==> src/rtl/line_follow_ctrl.sv <==
// Line follower: synchronised, debounced 3-bit sensor pattern drives an FSM that steers two PWM wheels.
// Optional node strobe/counter under `NODE_COUNT_EN; default build ties node_pulse/node_count to 0.
module line_follow_ctrl #(
  parameter int PWM_PERIOD      = 1000,
  parameter int DUTY_FAST       = 800,
  parameter int DUTY_SLOW       = 400,
  parameter int DEBOUNCE_CYCLES = 1000,
  parameter int NODE_HOLD       = 50000,
  parameter int LOST_TIMEOUT    = 5000000
) (
  input  logic       clk_50,
  input  logic       rst_n,
  input  logic [2:0] sensor,
  input  logic       enable,
  output logic       motor_l_pwm,
  output logic       motor_r_pwm,
  output logic       motor_l_dir,
  output logic       motor_r_dir,
  output logic [2:0] state,
  output logic       node_pulse,
  output logic [7:0] node_count
);
  localparam int CW  = $clog2(PWM_PERIOD + 1);
  localparam int DBW = $clog2(DEBOUNCE_CYCLES + 1);
  localparam int HW  = $clog2(NODE_HOLD + 1);
  localparam int TW  = $clog2(LOST_TIMEOUT + 1);

  localparam logic [CW-1:0]  PER_LAST  = CW'(PWM_PERIOD - 1);
  localparam logic [CW-1:0]  D_FAST    = CW'((DUTY_FAST >= PWM_PERIOD) ? PWM_PERIOD : DUTY_FAST);
  localparam logic [CW-1:0]  D_SLOW    = CW'((DUTY_SLOW >= PWM_PERIOD) ? PWM_PERIOD : DUTY_SLOW);
  localparam logic [DBW-1:0] DB_N      = DBW'(DEBOUNCE_CYCLES);
  localparam logic [HW-1:0]  HOLD_LAST = HW'(NODE_HOLD - 1);
  localparam logic [TW-1:0]  LOST_LAST = TW'(LOST_TIMEOUT - 1);

  typedef enum logic [2:0] {
    IDLE = 3'd0, FWD = 3'd1, LEFT = 3'd2, RIGHT = 3'd3,
    NODE = 3'd4, SEARCH = 3'd5, STOP = 3'd6
  } state_e;

  logic [2:0]     sync1_q, sync2_q, cand_q, stable_q;
  logic           stable_vld_q;
  logic [DBW-1:0] run_q, run_d;

  // Run length of identical synced samples; stable_q only moves when the run reaches DEBOUNCE_CYCLES.
  always_comb begin
    run_d = DBW'(1);
    if (sync2_q == cand_q) run_d = (run_q == DB_N) ? run_q : run_q + DBW'(1);
  end

  always_ff @(posedge clk_50 or negedge rst_n) begin
    if (!rst_n) begin
      sync1_q      <= 3'b000;
      sync2_q      <= 3'b000;
      cand_q       <= 3'b000;
      stable_q     <= 3'b000;
      stable_vld_q <= 1'b0;
      run_q        <= '0;
    end else begin
      sync1_q <= sensor;
      sync2_q <= sync1_q;
      cand_q  <= sync2_q;
      run_q   <= run_d;
      if (run_d == DB_N) begin
        stable_q     <= sync2_q;
        stable_vld_q <= 1'b1;
      end
    end
  end

  function automatic state_e pat_next(input logic [2:0] p, input state_e cur);
    case (p)
      3'b010:         pat_next = FWD;
      3'b110, 3'b100: pat_next = LEFT;
      3'b011, 3'b001: pat_next = RIGHT;
      3'b111:         pat_next = NODE;
      3'b000:         pat_next = SEARCH;
      default:        pat_next = cur;
    endcase
  endfunction

  state_e        state_q, nxt_st;
  logic          last_left_q;
  logic [HW-1:0] hold_q;
  logic [TW-1:0] tmr_q;

  // Until the first pattern is debounced after reset, FWD keeps driving instead of reacting to 000.
  always_comb begin
    nxt_st = state_q;
    if (!enable) nxt_st = IDLE;
    else begin
      case (state_q)
        IDLE:              nxt_st = FWD;
        FWD, LEFT, RIGHT:  nxt_st = stable_vld_q ? pat_next(stable_q, state_q) : state_q;
        NODE:              nxt_st = (hold_q == HOLD_LAST) ? pat_next(stable_q, NODE) : NODE;
        SEARCH: begin
          if (stable_q != 3'b000)      nxt_st = pat_next(stable_q, SEARCH);
          else if (tmr_q == LOST_LAST) nxt_st = STOP;
        end
        STOP:              nxt_st = STOP;
        default:           nxt_st = IDLE;
      endcase
    end
  end

  always_ff @(posedge clk_50 or negedge rst_n) begin
    if (!rst_n) begin
      state_q     <= IDLE;
      last_left_q <= 1'b0;
      hold_q      <= '0;
      tmr_q       <= '0;
    end else begin
      state_q <= nxt_st;
      if (nxt_st != state_q) begin
        hold_q <= '0;
        tmr_q  <= '0;
      end else begin
        if (state_q == NODE && hold_q != HOLD_LAST)  hold_q <= hold_q + HW'(1);
        if (state_q == SEARCH && tmr_q != LOST_LAST) tmr_q  <= tmr_q + TW'(1);
      end
      if (nxt_st == LEFT && state_q != LEFT)        last_left_q <= 1'b1;
      else if (nxt_st == RIGHT && state_q != RIGHT) last_left_q <= 1'b0;
    end
  end

  logic [CW-1:0] pwm_cnt_q, duty_l_q, duty_r_q, tgt_l, tgt_r;
  logic          dir_l_q, dir_r_q, tdir_l, tdir_r;

  always_comb begin
    tgt_l  = '0;
    tgt_r  = '0;
    tdir_l = 1'b1;
    tdir_r = 1'b1;
    case (state_q)
      FWD, NODE: begin tgt_l = D_FAST; tgt_r = D_FAST; end
      LEFT:      begin tgt_l = D_SLOW; tgt_r = D_FAST; end
      RIGHT:     begin tgt_l = D_FAST; tgt_r = D_SLOW; end
      SEARCH: begin
        tgt_l  = D_SLOW;
        tgt_r  = D_SLOW;
        tdir_l = !last_left_q;
        tdir_r = last_left_q;
      end
      default: ;
    endcase
  end

  // Wheel settings change only at period boundaries, except disable which cuts drive immediately.
  always_ff @(posedge clk_50 or negedge rst_n) begin
    if (!rst_n) begin
      pwm_cnt_q <= '0;
      duty_l_q  <= '0;
      duty_r_q  <= '0;
      dir_l_q   <= 1'b1;
      dir_r_q   <= 1'b1;
    end else begin
      pwm_cnt_q <= (pwm_cnt_q == PER_LAST) ? '0 : pwm_cnt_q + CW'(1);
      if (!enable) begin
        duty_l_q <= '0;
        duty_r_q <= '0;
        dir_l_q  <= 1'b1;
        dir_r_q  <= 1'b1;
      end else if (pwm_cnt_q == PER_LAST) begin
        duty_l_q <= tgt_l;
        duty_r_q <= tgt_r;
        dir_l_q  <= tdir_l;
        dir_r_q  <= tdir_r;
      end
    end
  end

  assign motor_l_pwm = (pwm_cnt_q < duty_l_q);
  assign motor_r_pwm = (pwm_cnt_q < duty_r_q);
  assign motor_l_dir = dir_l_q;
  assign motor_r_dir = dir_r_q;
  assign state       = state_q;

`ifdef NODE_COUNT_EN
  logic       node_pulse_q;
  logic [7:0] node_count_q;
  logic       node_entry;

  assign node_entry = (nxt_st == NODE) && (state_q != NODE);

  always_ff @(posedge clk_50 or negedge rst_n) begin
    if (!rst_n) begin
      node_pulse_q <= 1'b0;
      node_count_q <= 8'h00;
    end else begin
      node_pulse_q <= node_entry;
      if (node_entry && node_count_q != 8'hFF) node_count_q <= node_count_q + 8'd1;
    end
  end

  assign node_pulse = node_pulse_q;
  assign node_count = node_count_q;
`else
  assign node_pulse = 1'b0;
  assign node_count = 8'h00;
`endif
endmodule

==> config.mk <==
export PLATFORM = sky130hd
export DESIGN_NAME = line_follow_ctrl
export DESIGN_NICKNAME = d
export VERILOG_FILES = /design/src/rtl/line_follow_ctrl.sv
export SDC_FILE = /design/constraint.sdc
export NUM_CORES = 1
export LEC_CHECK = 0
export ABC_CLOCK_PERIOD_IN_PS = 6600
export CAP_MARGIN = 20
export CORE_MARGIN = 2
export CORE_UTILIZATION = 54
export DETAILED_ROUTE_END_ITERATION = 10
export GPL_TIMING_DRIVEN = 0
export PLACE_DENSITY = 0.78
export SLEW_MARGIN = 40
export SYNTH_ARGS = -nofsm -noshare
export SYNTH_HDL_FRONTEND = slang
export SYNTH_SLANG_ARGS = --single-unit
==> constraint.sdc <==
create_clock -name clk_50 -period 6.6 [get_ports clk_50]
set_input_delay 1.65 -clock clk_50 [delete_from_list [all_inputs] [get_ports clk_50]]
set_output_delay 1.65 -clock clk_50 [all_outputs]
set_load 0.01 [all_outputs]
==> metrics.yaml <==
timing:
  final.period_utilization_pct: 59.30
  hold_viol: 0
  setup-violations-final: 0
  slew_headroom_pct: 48.67
  max_freq_mhz: 255.5
  whs_ps: 350.4
  rsz0062_at_grt: "false"
  tightest_slew_ps: 750.6
  period_needed_ps: 3914
  finalSetupTns_ps: 0
  worst_clock_skew_ps: 16.29
  slew_viol_final: 0
finish:
  drive_gt1_share_pct: 10.11
  multiInputGateArea_um2: 2376
  mostFrequentLayoutCells: "82 x dfrtp_1, 69 x nor2_1, 37 x nand2_1, 35 x xor2_1, 32 x nand3_1"
  layout_commonest_cell: "dfrtp_1"
  antennaDiodeCount: 0
  regArea_um2: 2105
  nNetsFinal: 541
  nFillCells: 677
  final_util_pct: 62.42
  area_delta_synth_final_pct: 11.44
global_route:
  grt.total_usage_pct: 20.44
  overflow: 0
  grt_pass1_wl_um: 15970
  grt_max_degree: 46
  antenna_found_initial: 0
  grt_pass1_vias: 3447
worst_setup_path:
  worstPathArrival_ps: 2260
  cp-end-kind: "primary output"
  required_ps: 4950
  rr_startpoint: "stable_q[0]"
  crit_path_start_kind: "flop"
  path_class: "flop to primary output"
  crit_fanout: 6
  crit_start: "pwm_cnt_q[5]"
routing:
  via_per_inst: 5.529
  dr.pass1.iters: 4
  wl_per_cell_um: 14.22
  vias: 3478
  wl_um: 8943
  drt-initial-drc-count: 170
  drc: 0
  ant_nets: 0
floorplan:
  num_rows: 33
  dieArea_um2: 9366
  core-area_um2: 8299
  die_w_um: 96.78
  initial_utilization_pct: 56.01
  pin_count: 22
  die_y_um: 96.78
clocking:
  cts-buffers-inserted: 9
  ctsHoldBuffers: 0
  ctsResizeCount: 0
  cts.sinks: 84
  root_buffer: "clkbuf_8"
  tritoncts: "done"
  htreeDepth: 3
  clkSlewWorstSetupHoldPaths_ps: 80
  clock_path_buffers: 2
  post-cts-setup-buffer-count: 0
  worstSkewPairLatency_ps: 360
yosys:
  postSynthAreaPerCell_um2: 9.545
  synth_ff_type: "dfrtp_1"
  synth-seq-cells: 84
  synth-edff-count: 0
  yosys-top-cells-area: "dfrtp_1 44%, xor2_1 6.6%, nor2_1 5.6%, ha_1 4.3%, xnor2_1 3.8%"
  async_flop_share_pct: 100.0
  netlist_area_um2: 4648
  yosysTopAreaCellShare_pct: 44.15
  synth_area_leader_cell: "dfrtp_1"
  yosys_warnings: 0
  yosysSeqAreaShare_pct: 45.28
  synth_cells: 487
  ys_types: 60
job:
  drv_cap: 0
min_path:
  hold_class: "flop to flop"
  worstHoldStart: "sync1_q[1]"
placement:
  io_buffer_count: 12
  gp_congestion: 0.8949
  hpwl_um: 6412
outcome:
  status: "completed"
pwr:
  p_leak_nw: 2.180
  peakVddDrop_v: 0.0001787
  total_power_mw: 0.9860
  power.density_nw_per_um2: 190.3
routing by layer:
layer	GRT usage, %	vias to the layer above	wire length [um]
li1	-	1723	-
met1	28.22	1680	4313
met2	32.85	68	4207
met3	4.335	7	334
met4	5.742	0	88
met5	0	-	0
critical path, cell delays in order (launching register included):
cell and delay (ps):
dfrtp_1 450, ha_1 320, o21ai_0 90, a21boi_0 100
o21ai_0 180, nand2b_1 90, a21oi_1 140, clkdlybuf4s50_1 540
through the flow:
step / cells / cell area (um^2) / setup WS (ps)
after detailed placement: 613 / 4964 / 2843
after global routing: 629 / 5180 / 2484
after CTS: 629 / 5180 / 2679
after floorplan: 495 / 4678 / 3658
final: 629 / 5180 / 2686
after global placement: 612 / 4930 / 960.7
layout make-up:
type,instances,area share (%)
Clock inverter,6,1.715
Timing Repair Buffer,13,2.729
Sequential cell,84,40.63
Clock buffer,10,2.464
Buffer,26,2.971
Inverter,15,1.087
Tap cell,105,2.536
Multi-Input combinational cell,370,45.87
Yosys cell counts (10+ instances only):
library cell,number
a21oi_1,12
and3_1,12
clkbuf_1,11
dfrtp_1,82
ha_1,16
inv_1,15
nand2_1,37
nand3_1,32
nand4_1,10
nor2_1,69
o21ai_0,17
xnor2_1,20
xor2_1,35
sequential cells by signal, summed over array words and instances, names as in the netlist:
signal	cells
tmr_q	23
hold_q	16
pwm_cnt_q	10
run_q	10
cand_q	3
duty_l_q	3
duty_r_q	3
stable_q	3
state	3
sync1_q	3
sync2_q	3
last_left_q	1
motor_l_dir	1
motor_r_dir	1
stable_vld_q	1
final timing paths:
| check | endpoint | slack (ps) | depth (start not counted) |
|---|---|---|---|
| setup / recovery | motor_r_pwm | 2690 | 7 |
| setup reg to reg | tmr_q[11] | 3530 | 12 |
| hold / removal | sync2_q[1] | 350 | 0 |
| max in group asynchronous | tmr_q[18] | 4860 | 2 |
| min in group asynchronous | run_q[8] | 1190 | 1 |
| hold reg to reg | sync2_q[1] | 350 | 0 |
where the power goes:
part	total (mW)	switching, mW	internal (mW)
clock	0.403	0.189	0.213
combinational	0.0609	0.0387	0.0223
sequential	0.523	0.00405	0.519
logic make-up after synthesis:
| kind of cell | Yosys count | synth area share [%] |
|---|---|---|
| adders and majority gates | 16 | 4.307 |
| DFF | 84 | 45.28 |
| other | 1 | 0.08068 |
| and+or+nand+nor | 226 | 25.73 |
| muxes | 5 | 1.157 |
| xor gates and xnor gates | 55 | 10.36 |
| AOI/OAI and AO/OA | 59 | 8.560 |
| buffers and inverters | 41 | 4.522 |
No activity file was read; power rests on OpenSTA's default activity.
